## src/rtl/credit_fifo_sender_pkg.sv

```systemverilog
// Shared definitions for the credit-flow link: sender state encoding,
// reused by the receive-side credit returner.
package credit_fifo_sender_pkg;

    typedef enum logic [1:0] {
        RUN   = 2'd0,
        DRAIN = 2'd1,
        DONE  = 2'd2
    } sender_state_e;

endpackage : credit_fifo_sender_pkg

```

## src/rtl/credit_fifo_sender_credit_counter.sv

```systemverilog
// Up/down saturating credit counter. Resets to MAX, saturates at MAX on an
// unmatched increment and raises a sticky overflow flag when that happens.
// An unmatched decrement at zero holds the count at zero.
module credit_fifo_sender_credit_counter #(
    parameter int WIDTH = 4,
    parameter int MAX   = 8
) (
    input  logic             clk,
    input  logic             rst,
    input  logic             i_inc,
    input  logic             i_dec,
    output logic [WIDTH-1:0] o_count,
    output logic             o_overflow
);

    localparam logic [WIDTH-1:0] MAX_VAL = WIDTH'(MAX);

    logic [WIDTH-1:0] r_count;
    logic             r_overflow;
    logic [WIDTH:0]   w_sum;
    logic             w_under;
    logic             w_over;

    // Next count at one extra bit so a step past MAX is visible before truncation.
    always_comb begin
        // NOTE: every always_comb output gets a default first so no path leaves it unassigned (no latch).
        w_sum   = '0;
        w_under = 1'b0;
        w_over  = 1'b0;
        w_sum   = {1'b0, r_count} + {{WIDTH{1'b0}}, i_inc} - {{WIDTH{1'b0}}, i_dec};
        w_under = i_dec && !i_inc && (r_count == '0);
        w_over  = !w_under && (w_sum > {1'b0, MAX_VAL});
    end

    // Count register with saturation at both ends and a sticky overflow flag.
    always_ff @(posedge clk) begin
        // NOTE: sequential state uses non-blocking assignments so every register samples pre-edge values.
        if (rst) begin
            r_count    <= MAX_VAL;
            r_overflow <= 1'b0;
        end else if (w_over) begin
            r_overflow <= 1'b1;
        end else if (!w_under) begin
            r_count <= w_sum[WIDTH-1:0];
        end
    end

    assign o_count    = r_count;
    assign o_overflow = r_overflow;

endmodule : credit_fifo_sender_credit_counter

```

## src/rtl/credit_fifo_sender.sv

```systemverilog
// Transmit end of a credit-flow link. Accepts producer words over
// valid/ready, registers them onto the link one cycle later, and spends one
// credit per word so the remote FIFO (RX_DEPTH entries) never overflows.
// A level drain request quiesces the link until every credit is back.
module credit_fifo_sender
    import credit_fifo_sender_pkg::*;
#(
    parameter  int DATA_WIDTH = 32,
    parameter  int RX_DEPTH   = 8,
    localparam int CRED_WIDTH = $clog2(RX_DEPTH + 1)
) (
    input  logic                  clk,
    input  logic                  rst,
    input  logic                  in_valid,
    output logic                  in_ready,
    input  logic [DATA_WIDTH-1:0] in_data,
    output logic                  tx_valid,
    output logic [DATA_WIDTH-1:0] tx_data,
    input  logic                  credit_ret,
    input  logic                  drain_req,
    output logic                  drain_done,
    output logic [CRED_WIDTH-1:0] credits,
    output logic                  err_overflow
);

    localparam logic [CRED_WIDTH-1:0] FULL_CREDITS = CRED_WIDTH'(RX_DEPTH);

    sender_state_e         r_state;
    logic                  r_drain_done;
    logic                  r_tx_valid;
    logic [DATA_WIDTH-1:0] r_tx_data;
    logic [CRED_WIDTH-1:0] w_credits;
    logic                  w_overflow;
    logic                  w_ready;
    logic                  w_acc;

    // Ready comes only from registered state, never from credit_ret.
    assign w_ready = (r_state == RUN) && (w_credits != '0);
    assign w_acc   = in_valid && w_ready;

    credit_fifo_sender_credit_counter #(
        .WIDTH (CRED_WIDTH),
        .MAX   (RX_DEPTH)
    ) u_credit_counter (
        .clk        (clk),
        .rst        (rst),
        .i_inc      (credit_ret),
        .i_dec      (w_acc),
        .o_count    (w_credits),
        .o_overflow (w_overflow)
    );

    // Drain handshake FSM; drain_done is registered and tracks the DONE state.
    always_ff @(posedge clk) begin
        if (rst) begin
            r_state      <= RUN;
            r_drain_done <= 1'b0;
        end else begin
            case (r_state)
                RUN: begin
                    if (drain_req) begin
                        r_state <= DRAIN;
                    end
                end
                DRAIN: begin
                    if (!drain_req) begin
                        r_state <= RUN;
                    end else if ((w_credits == FULL_CREDITS) && !r_tx_valid) begin
                        r_state      <= DONE;
                        r_drain_done <= 1'b1;
                    end
                end
                DONE: begin
                    if (!drain_req) begin
                        r_state      <= RUN;
                        r_drain_done <= 1'b0;
                    end
                end
                default: begin
                    r_state      <= RUN;
                    r_drain_done <= 1'b0;
                end
            endcase
        end
    end

    // Link register: one-cycle valid pulse per accepted word, payload held otherwise.
    always_ff @(posedge clk) begin
        if (rst) begin
            r_tx_valid <= 1'b0;
            r_tx_data  <= '0;
        end else begin
            r_tx_valid <= w_acc;
            if (w_acc) begin
                r_tx_data <= in_data;
            end
        end
    end

    assign in_ready     = w_ready;
    assign tx_valid     = r_tx_valid;
    assign tx_data      = r_tx_data;
    assign drain_done   = r_drain_done;
    assign credits      = w_credits;
    assign err_overflow = w_overflow;

endmodule : credit_fifo_sender

```

## config.mk

```make
export PLATFORM = sky130hd
export DESIGN_NAME = credit_fifo_sender
export DESIGN_NICKNAME = d
export VERILOG_FILES = /design/src/rtl/credit_fifo_sender_pkg.sv /design/src/rtl/credit_fifo_sender_credit_counter.sv /design/src/rtl/credit_fifo_sender.sv
export SDC_FILE = /design/constraint.sdc
export NUM_CORES = 1
export LEC_CHECK = 0
export CAP_MARGIN = 25
export CORE_UTILIZATION = 41
export DETAILED_ROUTE_END_ITERATION = 7
export PLACE_DENSITY = 0.91
export SETUP_SLACK_MARGIN = 0.02
export SYNTH_ARGS = -nofsm -noshare
export SYNTH_HDL_FRONTEND = slang
export SYNTH_SLANG_ARGS = --single-unit
```

## constraint.sdc

```tcl
create_clock -name clk -period 3.64 [get_ports clk]
set_input_delay 0.364 -clock clk [delete_from_list [all_inputs] [get_ports clk]]
set_output_delay 0.364 -clock clk [all_outputs]
set_load 0.005 [all_outputs]
```

# ---- Word level (Yosys, flattened, before mapping)
# Index checks and enable logic that the tools add are counted.
dict set report op_classes {
  addsub 2
  mul 0
  div_mod_pow 0
  order_cmp 1
  eq_ne 8
  n_shift 0
  mux 9
  bitwise 3
  reduce_logical 15
}
# cell count
set op_table {}
lappend op_table {{2-bit 2-to-1 mux} 4}
lappend op_table {{2-bit inequality test (second input constant)} 4}
lappend op_table {{1-bit logical AND} 6}
lappend op_table {{2-bit case mux with 3 select lines} 1}
lappend op_table {{4-bit by 1-bit adder with 5-bit output} 1}
lappend op_table {{5-bit by 4-bit > comparator with 1-bit output (second input constant)} 1}
lappend op_table {{5-bit by 1-bit subtractor with 5-bit output} 1}
lappend op_table {{4-bit == test (second input constant)} 1}
lappend op_table {{4-bit logical NOT} 1}
lappend op_table {{4-bit AND reduction} 1}
lappend op_table {{4-bit nonzero test} 1}
lappend op_table {{1-bit logical NOT} 3}
lappend op_table {{1-bit 2-to-1 mux} 3}
lappend op_table {{3-bit inequality test (second input constant)} 1}
lappend op_table {{1-bit inverter} 3}
lappend op_table {{1-bit case mux with 3 select lines} 1}
lappend op_table {{3-bit AND reduction} 1}
lappend op_table {{2-bit by 1-bit == test with 1-bit output (second input constant)} 1}
lappend op_table {{2-bit == test (second input constant)} 1}
lappend op_table {{2-bit logical NOT} 1}
lappend op_table {{2-bit AND reduction} 1}
dict set report totals {
  regBits 41
  latchBits 0
  ramBits 0
  romBits 0
  inputBits 37
  out_inout_bits 40
  wordCells 44
  mem_count 0
}

# ---- Longest topological paths before layout
# Gate-level depths: netlist of run 1.
dict set report logic_depth {
  ltp_word 9
  ltp_mapped 15
}

# ---- Cells and area by module
# Synthesis of run 1 repeated with hierarchy kept, for this count alone.
dict set report unflattened {
  cells_unflattened 212
  hier_area_um2 1953.1
}
# module n_inst cells_each area_per_inst_um2
set modules_own_cells {}
lappend modules_own_cells {credit_fifo_sender 1 160 1503.9}
lappend modules_own_cells {credit_fifo_sender_credit_counter 1 52 449.2}

# ---- Least setup slack after synthesis of run 1
# No wires, ideal clock.
dict set report synth_timing {
  path_kind {reg-to-reg}
  from {reg u_credit_counter.r_count[3], in the netlist u_credit_counter.o_count[3]}
  to {reg u_credit_counter.r_count[2], in the netlist u_credit_counter.o_count[2]}
  t_arrival_ns 2.894
  required_time_ns 3.553
  slack_ns 0.659
  path_stages_with_launch 16
  n_path_buf 1
  period_less_slack_ns 2.981
  path_cell_list {dfxtp_1 > inv_1 > ha_1 > a211oi_2 > and2_1 > buf_2 > nand2b_1 > nand2_1 > ha_1 > inv_1 > fa_1 > xor2_1 > nand3b_1 > and4b_4 > or4_1 > o31ai_1}
}
dict set report synth_between {
  elab_chain_cells 9
  word_cells_on_any_way 14
}
# element line
set synth_rtl {}
lappend synth_rtl {{start: declaration} credit_fifo_sender_credit_counter.sv:18} ;# logic [WIDTH-1:0] r_count;
lappend synth_rtl {{start signal: assignment} credit_fifo_sender_credit_counter.sv:44} ;# r_count <= w_sum[WIDTH-1:0];
lappend synth_rtl {{4-bit nonzero test *} credit_fifo_sender.sv:38} ;# assign w_ready = (r_state == RUN) && (w_credits != '0);
lappend synth_rtl {{1-bit logical AND *} credit_fifo_sender.sv:38}
lappend synth_rtl {{named net in_ready} credit_fifo_sender.sv:15} ;# output logic in_ready,
lappend synth_rtl {{1-bit logical AND *} credit_fifo_sender.sv:39} ;# assign w_acc = in_valid && w_ready;
lappend synth_rtl {{branches (longest 6 deep; another with 5-bit by 1-bit subtractor with 5-bit output)} n/a}
# Mark *: on every way through the listed nets, which the timed path passes.
# A chain may end at the register's enable or synchronous reset.

# ---- Worst setup path after layout of run 1
dict set report layout_timing {
  from {reg u_credit_counter.r_count[3], in the netlist u_credit_counter.o_count[3]}
  to {reg u_credit_counter.r_count[2], in the netlist u_credit_counter.o_count[2]}
}
dict set report layout_between {
  elab_chain_cells 9
  word_cells_on_any_way 14
}
# element
set layout_rtl {}
lappend layout_rtl {{branches (longest 9 deep; another with 4-bit by 1-bit adder with 5-bit output)}}
# Several ways; the timed one is not identified.

==> out/metrics.yaml, run 1 <==
outcome: "finished, final reports clean"
crit_family: "simple AND/OR/NAND/NOR gates"
ys_types: 30
initial_core_util_pct: 44.4
synth.top_cell.area_share_pct: 48.7
area_growth_syn_to_layout_pct: 53.5
clk_pin_slew_ns: 0.07
gp_congestion: 0.865
synth.ff_latch_count: 41
cts_tree: "yes"
synthTopCellsByArea: "dfxtp_1, nand2_1, a21oi_1"
nets: 329
ys_warn_count: 0
synth_edf_count: 0
avgSynthCellArea_um2: 8.03
portBuffers: 76
cts.sinks: 41
critPathKind: "flop to flop"
place_hpwl_um: 2950
drive_gt1_share_pct: 4.21
postSynthCellCount: 210
power.density_mw_per_mm2: 690
antenna_found_initial: 0
cp_max_fo: 5
clockBufferDepth: 2
htree_levels: 2
post_cts_buffers: 0
synth_async_sr_flop_share_pct: 0
crit_path_end_kind: "flop"
hold_buffers: 0
synth_most_common_cell: "nand2_1"
cts_resized: 0
max-cap-violations: 0
cpMaxStageDelayCell: "or4_1"
row_count: 22
routedWlPerCell_um: 12.4
drv_slew: 0
clk_latency_ns: 0.29
vias: 1656
n_antenna_cell: 0
grt_usage_pct: 20.0
via_per_inst: 4.97
max_stage_delay_ns: 0.48
drtAntennaViolNets: 0
worst_pin_slew_ns: 0.409
top_level_ports: 77
drt_iter0_drc: 41
drc: 0
maxSlewHeadroom_pct: 72.5
finalHoldViolCount: 0
worstPathRequired_ns: 3.84
fillCellCount: 327
clock_skew_ns: 0.00508
fp.dieW_um: 66.1
critPathLaunchType: "flop"
arrival_ns: 3.36
cellLeakagePower_nw: 0.991
holdCritPathClass: "flop to flop"
grt_max_degree: 42
wl_um: 4130
synth_fp_nets: 254
grt_overflow: 0
die_area_mm2: 0.00437
cts_root_buffer: "clkbuf_8"
synth_common_cells: "nand2_1, dfxtp_1, a21oi_1, nor2_1, inv_1"
syn_area_mm2: 0.00169
grt_pass1_vias: 1540
min_period_ns: 3.15
cts_buffers: 5
yosysTopAreaCell: "dfxtp_1"
rsz0062_at_grt: "no"
core_mm2: 0.00380
synth_flop_cell: "dfxtp_1"
finalCritPeriodShare_pct: 86.7
drt-pass1-iter-count: 4
critPathBufInv: 2
setup_viol: 0
tns_ns: 0
fmax_mhz: 317
grt_pass1_wl_um: 6640
hold_slack_ns: 0.453
die_h_um: 66.1
timing.critical_path.cells: "inv_1 -> ha_1 -> a211oi_2 -> and2_1 -> nand2b_1 -> nand2_1 -> ha_1 -> inv_1 -> fa_1 -> xor2_1 -> nand3b_1 -> and4b_4 -> or4_1 -> o31ai_1"
ys_seq_area_share_pct: 48.7
peakVddDrop_v: 0.000340
worst register-to-register path, stage by stage (launching register included):
cell      delay [ns]
dfxtp_1         0.40
inv_1           0.09
ha_1            0.19
a211oi_2        0.24
and2_1          0.20
nand2b_1        0.11
nand2_1         0.08
ha_1            0.15
inv_1           0.06
fa_1            0.40
xor2_1          0.21
nand3b_1        0.13
and4b_4         0.25
or4_1           0.48
o31ai_1         0.08
state kept, by name (all words and copies together) (netlist names):
| name | cells |
|---|---|
| tx_data | 32 |
| u_credit_counter.o_count | 4 |
| r_state | 2 |
| drain_done | 1 |
| tx_valid | 1 |
| u_credit_counter.o_overflow | 1 |
per-layer routing:
| layer | vias up | global-route usage, % | wire length, um |
|---|---|---|---|
| met5 | - | 0 | 0 |
| met4 | 0 | 6.65 | 66 |
| met3 | 7 | 9.48 | 340 |
| met2 | 63 | 35.1 | 2050 |
| met1 | 745 | 20.9 | 1670 |
| li1 | 841 | - | - |
kinds of logic (layout without fill, tap and decap cells):
| family | after synthesis | count (layout) | synth area share (%) |
|---|---|---|---|
| XOR/XNOR | 3 | 3 | 1.56 |
| adder cells (fa/ha/maj) | 7 | 7 | 5.64 |
| AND/OR/NAND/NOR | 93 | 93 | 23.3 |
| flip-flops | 41 | 41 | 48.7 |
| buffers and inverters | 19 | 94 | 4.53 |
| multiplexers | 2 | 2 | 1.19 |
| AO/OA/AOI/OAI | 45 | 45 | 15.1 |
stage by stage:
stage | util [%] | total power, W | instance area [um^2] | cells | setup WS, ns
final | 68.1 | 0.00178 | 2590 | 333 | 0.485
after floorplan | - | 0.00113 | 1690 | 210 | 0.659
after global routing | 68.1 | 0.00191 | 2590 | 333 | 0.280
after detailed placement | 65.3 | 0.00144 | 2480 | 326 | 0.519
after CTS | 68.1 | 0.00179 | 2590 | 333 | 0.511
after global placement | 65.3 | 0.00141 | 2480 | 326 | 0.691
report_power, final:
part,internal (W),leakage (nW),total [W],switching [W]
sequential,0.000530,0.336,0.000585,0.0000552
clock,0.000199,0.0540,0.000347,0.000148
combinational,0.000424,0.601,0.000852,0.000429
cells in the final DEF (no fill, tap or decap):
| cell type | Yosys | final |
|---|---|---|
| o41ai_1 | 1 | 1 |
| mux2i_1 | 2 | 2 |
| clkinv_2 | 0 | 1 |
| o21ai_0 | 1 | 1 |
| a21oi_1 | 36 | 36 |
| xor2_1 | 2 | 2 |
| a21o_1 | 1 | 1 |
| xnor2_1 | 1 | 1 |
| o31ai_1 | 1 | 1 |
| nand3_1 | 1 | 1 |
| nand2_1 | 70 | 70 |
| or4_1 | 1 | 1 |
| nor3_1 | 2 | 2 |
| nor2b_1 | 1 | 1 |
| nor3b_1 | 1 | 1 |
| nand2b_1 | 2 | 2 |
| and4b_4 | 1 | 1 |
| ha_1 | 6 | 6 |
| clkdlybuf4s50_1 | 0 | 76 |
| buf_4 | 0 | 3 |
| and2_1 | 1 | 1 |
| nor2_1 | 9 | 9 |
| a32oi_1 | 1 | 1 |
| clkbuf_8 | 0 | 5 |
| inv_1 | 8 | 8 |
| nor4_1 | 2 | 2 |
| fa_1 | 1 | 1 |
| o311ai_0 | 1 | 1 |
| nand3b_1 | 2 | 2 |
| o211ai_1 | 2 | 2 |
| a211oi_2 | 1 | 1 |
| bufinv_16 | 0 | 1 |
| dfxtp_1 | 41 | 41 |
area by class of cell:
| type | count | area, um^2 | share of cell area [%] |
|---|---|---|---|
| flip-flops and latches | 41 | 821 | 31.7 |
| clock inverters | 2 | 35.0 | 1.35 |
| well taps | 48 | 60.1 | 2.32 |
| clock buffers | 5 | 68.8 | 2.66 |
| multi-input cells | 150 | 788 | 30.5 |
| repair buffers | 79 | 783 | 30.3 |
| inverters | 8 | 30.0 | 1.16 |
path summary, 6_finish.rpt:
kind / from / end / slack [ns] / cells after the start
min: tx_data[29] / tx_data[29] / 0.45 / 2
max reg2reg: u_credit_counter.o_count[3] / u_credit_counter.o_count[2] / 0.49 / 14
max: u_credit_counter.o_count[3] / u_credit_counter.o_count[2] / 0.49 / 14
min reg2reg: tx_data[29] / tx_data[29] / 0.45 / 2
No activity file was read; power rests on OpenSTA's default activity.
==> run 2, diff against run 1 <==
--- a/config.mk
+++ b/config.mk
@@ -6,9 +6,9 @@
 export NUM_CORES = 1
 export LEC_CHECK = 0
 export CAP_MARGIN = 25
-export CORE_UTILIZATION = 41
+export CORE_UTILIZATION = 44
 export DETAILED_ROUTE_END_ITERATION = 7
-export PLACE_DENSITY = 0.91
+export PLACE_DENSITY = 0.95
 export SETUP_SLACK_MARGIN = 0.02
 export SYNTH_ARGS = -nofsm -noshare
 export SYNTH_HDL_FRONTEND = slang
==> constraint.sdc (replaced) <==
create_clock -name clk -period 4 [get_ports clk]
set_input_delay 0.4 -clock clk [delete_from_list [all_inputs] [get_ports clk]]
set_output_delay 0.4 -clock clk [all_outputs]
set_load 0.005 [all_outputs]
==> out/metrics.yaml, run 2 (same netlist as run 1, synthesis figures left out) <==
critPathBufInv: 2
crit_family: "simple AND/OR/NAND/NOR gates"
tns_ns: 0
timing.critical_path.cells: "inv_1 -> ha_1 -> a211oi_2 -> and2_1 -> nand2b_1 -> nand2_1 -> ha_1 -> inv_1 -> fa_1 -> xor2_1 -> nand3b_1 -> and4b_4 -> or4_1 -> o31ai_1"
grt_overflow: 0
stdcell_count: 334
clock_power_share_pct: 20.5
place_hpwl_um: 3030
reg2reg_depth: 14
drv_slew: 0
die_area_mm2: 0.00408
drtAntennaViolNets: 0
drive_gt1_share_pct: 4.20
wl_um: 4300
dp.cells: 326
min_from: "tx_data[17]"
regToRegSetupSlack_ns: 0.77
min_period_ns: 3.23
maxSlewHeadroom_pct: 71.5
routedWlPerCell_um: 12.9
drt_iter0_drc: 67
fmax_mhz: 310
critPathKind: "flop to flop"
cts_root_buffer: "clkbuf_8"
worstPathRequired_ns: 4.21
grt_usage_pct: 22.4
sequentialPowerShare_pct: 32.2
antenna_found_initial: 0
clock_skew_ns: 0.00368
holdPathEnd: "tx_data[17]"
cellLeakagePower_nw: 0.996
cts_tree: "yes"
netSwitchingFraction_pct: 35.2
max-cap-violations: 0
clockBufferDepth: 2
drc: 0
internal-power_w: 0.00107
final_cell_mix: "clkdlybuf4s50_1, nand2_1, dfxtp_1"
arrival_ns: 3.44
cts_resized: 0
clk_pin_slew_ns: 0.07
die_h_um: 63.9
cpMaxStageDelayCell: "or4_1"
largest_register_ffs: 32
crit_path_end_kind: "flop"
clk_latency_ns: 0.29
n_antenna_cell: 0
hold_path_depth: 2
cts.sinks: 41
post_cts_buffers: 0
finalCritPeriodShare_pct: 80.8
rr_endpoint: "u_credit_counter.o_count[2]"
layout_setup_ws_ns: 0.769
grt_max_degree: 42
rsz0062_at_grt: "no"
portBuffers: 76
via_per_inst: 5.00
hold_buffers: 0
grt_pass1_vias: 1607
finalHoldViolCount: 0
cts_buffers: 5
worst_pin_slew_ns: 0.428
area_growth_syn_to_layout_pct: 54.2
drt-pass1-iter-count: 4
core_mm2: 0.00366
switching_power_w: 0.000582
dpl_worst_slack_ns: 0.849
peakVddDrop_v: 0.000383
outcome: "finished, final reports clean"
r2r-start: "u_credit_counter.o_count[3]"
critPathLaunchType: "flop"
fp.dieW_um: 63.9
htree_levels: 2
row_count: 22
power.density_mw_per_mm2: 636
pwr-share-comb_pct: 47.2
setup_viol: 0
grt_pass1_wl_um: 7080
max_stage_delay_ns: 0.47
initial_core_util_pct: 46.0
top_level_ports: 77
vias: 1671
gp_congestion: 0.831
cp_max_fo: 5
holdCritPathClass: "flop to flop"
layout_commonest_cell: "clkdlybuf4s50_1"
nets: 329
## run 2: cell count changes in the layout (fill, tap and decap cells not counted), sizes merged
| cell | delta |
|---|---|
| clkinv | -1 |
| clkbuf | +2 |
## run 2: tightest hold or removal path, cell delays in order, from the launching register on
cell and delay [ns]:
dfxtp_1 0.31, nand2_1 0.05, a21oi_1 0.05
## run 2: routing by layer
| layer | wire (um) | up-vias | GRT usage [%] |
|---|---|---|---|
| met1 | 1670 | 765 | 22.8 |
| li1 | - | 839 | - |
| met5 | 0 | - | 0 |
| met2 | 2270 | 56 | 41.9 |
| met3 | 273 | 11 | 7.32 |
| met4 | 80 | 0 | 8.52 |
## run 2: cell type report
type	count	area [um^2]
inverters	8	30.0
fillers	309	1060
clock buffers	7	86.3
repair buffers	79	783
well taps	48	60.1
clock inverters	1	30.0
multi-input cells	150	788
flip-flops and latches	41	821
## run 2: worst max path at each step
stage,startpoint,to,slack [ns],cells past startpoint
2_1_floorplan,u_credit_counter.o_count[3],u_credit_counter.o_count[2],1.02,15
3_3_place_gp,u_credit_counter.o_count[3],u_credit_counter.o_count[2],1.06,14
3_5_place_dp,u_credit_counter.o_count[3],u_credit_counter.o_count[2],0.85,14
4_1_cts,u_credit_counter.o_count[3],u_credit_counter.o_count[2],0.79,14
5_1_grt,u_credit_counter.o_count[3],u_credit_counter.o_count[2],0.56,14
6_report,u_credit_counter.o_count[3],u_credit_counter.o_count[2],0.77,14
## run 2: per-stage QoR
stage | instance area [um^2] | utilization, % | power, W | hold slack [ns]
2_1_floorplan | 1690 | - | 0.00102 | 0.453
4_1_cts | 2600 | 71.0 | 0.00166 | 0.457
5_1_grt | 2600 | 71.0 | 0.00176 | 0.474
3_3_place_gp | 2480 | 67.8 | 0.00128 | 0.440
3_5_place_dp | 2480 | 67.8 | 0.00131 | 0.447
6_report | 2600 | 71.0 | 0.00165 | 0.454
## run 2: power groups by stage
| stage | clock, W | combinational [W] | sequential (W) |
|---|---|---|---|
| final | 0.000339 | 0.000781 | 0.000533 |
| after global routing | 0.000362 | 0.000859 | 0.000543 |
| after CTS | 0.000346 | 0.000782 | 0.000533 |
| after detailed placement | 0 | 0.000772 | 0.000542 |
| after global placement | 0 | 0.000748 | 0.000536 |
| after floorplan | 0 | 0.000482 | 0.000542 |
==> run 3, diff against run 2 <==
--- a/config.mk
+++ b/config.mk
@@ -6,9 +6,9 @@
 export NUM_CORES = 1
 export LEC_CHECK = 0
 export CAP_MARGIN = 25
-export CORE_UTILIZATION = 44
+export CORE_UTILIZATION = 41
 export DETAILED_ROUTE_END_ITERATION = 7
-export PLACE_DENSITY = 0.95
+export PLACE_DENSITY = 0.91
 export SETUP_SLACK_MARGIN = 0.02
 export SYNTH_ARGS = -nofsm -noshare
 export SYNTH_HDL_FRONTEND = slang
==> constraint.sdc (replaced) <==
create_clock -name clk -period 3.29 [get_ports clk]
set_input_delay 0.329 -clock clk [delete_from_list [all_inputs] [get_ports clk]]
set_output_delay 0.329 -clock clk [all_outputs]
set_load 0.005 [all_outputs]
==> out/metrics.yaml, run 3 (same netlist as run 1, synthesis figures left out) <==
core_mm2: 0.00380
outcome: "finished, final reports clean"
critPathKind: "flop to flop"
clk_latency_ns: 0.29
grt_max_degree: 38
nets: 331
clockBufferDepth: 2
grt_overflow: 0
fp.dieW_um: 66.1
clk_pin_slew_ns: 0.08
total_power_w: 0.00194
vias: 1657
antenna_found_initial: 0
drc: 0
finalHoldViolCount: 0
maxSlewHeadroom_pct: 69.9
grt_usage_pct: 20.6
place_hpwl_um: 2990
layout_commonest_cell: "clkdlybuf4s50_1"
n_antenna_cell: 0
final_core_util_pct: 68.1
cts_root_buffer: "clkbuf_8"
max-cap-violations: 0
gp_congestion: 0.859
htree_levels: 2
routedWlPerCell_um: 12.6
critPathLaunchType: "flop"
drt-pass1-iter-count: 4
drtAntennaViolNets: 0
hold_slack_ns: 0.456
internal-power_w: 0.00122
fmax_mhz: 325
largest_register_ffs: 32
drt_iter0_drc: 83
regToRegSetupSlack_ns: 0.21
pwr-share-comb_pct: 50.2
wl_um: 4230
min_period_ns: 3.08
cellLeakagePower_nw: 0.992
final_cell_mix: "clkdlybuf4s50_1, nand2_1, dfxtp_1"
drv_slew: 0
r2r-start: "u_credit_counter.o_count[2]"
row_count: 22
holdCritPathClass: "flop to flop"
cts.sinks: 41
finalCritPeriodShare_pct: 93.5
power.density_mw_per_mm2: 751
clock_skew_ns: 0.00535
switching_power_w: 0.000723
dp.cells: 326
die_area_mm2: 0.00437
critPathLaunch: "u_credit_counter.o_count[2]"
area_growth_syn_to_layout_pct: 53.6
worstPathRequired_ns: 3.48
netSwitchingFraction_pct: 37.2
initial_core_util_pct: 44.4
arrival_ns: 3.27
crit_path_end_kind: "flop"
cp_max_fo: 5
setup_viol: 0
stdcell_count: 336
top_level_ports: 77
sequentialPowerShare_pct: 33.4
portBuffers: 76
min_from: "tx_data[29]"
clock_power_share_pct: 16.3
worst_pin_slew_ns: 0.446
cts_buffers: 5
peakVddDrop_v: 0.000337
grt_pass1_wl_um: 6760
dpl_worst_slack_ns: 0.206
die_h_um: 66.1
layout_setup_ws_ns: 0.213
drive_gt1_share_pct: 6.25
via_per_inst: 4.93
grt_pass1_vias: 1615
cts_tree: "yes"
## run 3: cell type report
type	count	area (um^2)
Clock buffer	5	68.8
Clock inverter	3	17.5
Fill cell	337	1210
Inverter	8	30.0
Multi-Input combinational cell	150	791
Sequential cell	41	823
Tap cell	48	60.1
Timing Repair Buffer	81	798
## run 3: what timing repair did
item                       CTS  global route
setup endpoints to repair    0             1
setup buffers                0             2
resized for setup            0             3
hold buffers                 0             0
## run 3: worst max-delay path, cell delays in order, from the launching register on
cell      delay (ns)
dfxtp_2         0.35
inv_1           0.09
ha_1            0.21
a211oi_2        0.25
and2_4          0.18
nand2b_1        0.09
nand2_1         0.08
ha_1            0.16
inv_1           0.06
fa_1            0.39
xor2_1          0.19
nand3b_1        0.12
and4b_4         0.24
or4_1           0.47
o31ai_1         0.09
## run 3: per-layer routing
metal,up-vias,track usage (%),part of all wire (%)
met5,-,0,0
met4,0,6.65,1.2
met3,7,10.0,8.0
met2,55,38.0,51
met1,751,19.7,40
li1,844,-,-
## run 3: worst paths after layout
kind / to / cells past startpoint
min reg2reg: tx_data[29] / 2
max reg2reg: u_credit_counter.o_count[2] / 14
min: tx_data[29] / 2
max: u_credit_counter.o_count[2] / 14
## run 3: metrics by stage
step	TNS, ns	instance area [um^2]
floorplan	0	1690
global placement	0	2480
detailed placement	0	2480
CTS	0	2570
global route	-0.0254	2590
finish	0	2590
## run 3: power by group through the flow
stage / registers (W) / clock network [W] / logic [W]
finish: 0.000650 / 0.000317 / 0.000977
global route: 0.000663 / 0.000350 / 0.00107
CTS: 0.000648 / 0.000328 / 0.000949
detailed placement: 0.000660 / 0 / 0.000935
global placement: 0.000652 / 0 / 0.000908
floorplan: 0.000659 / 0 / 0.000586
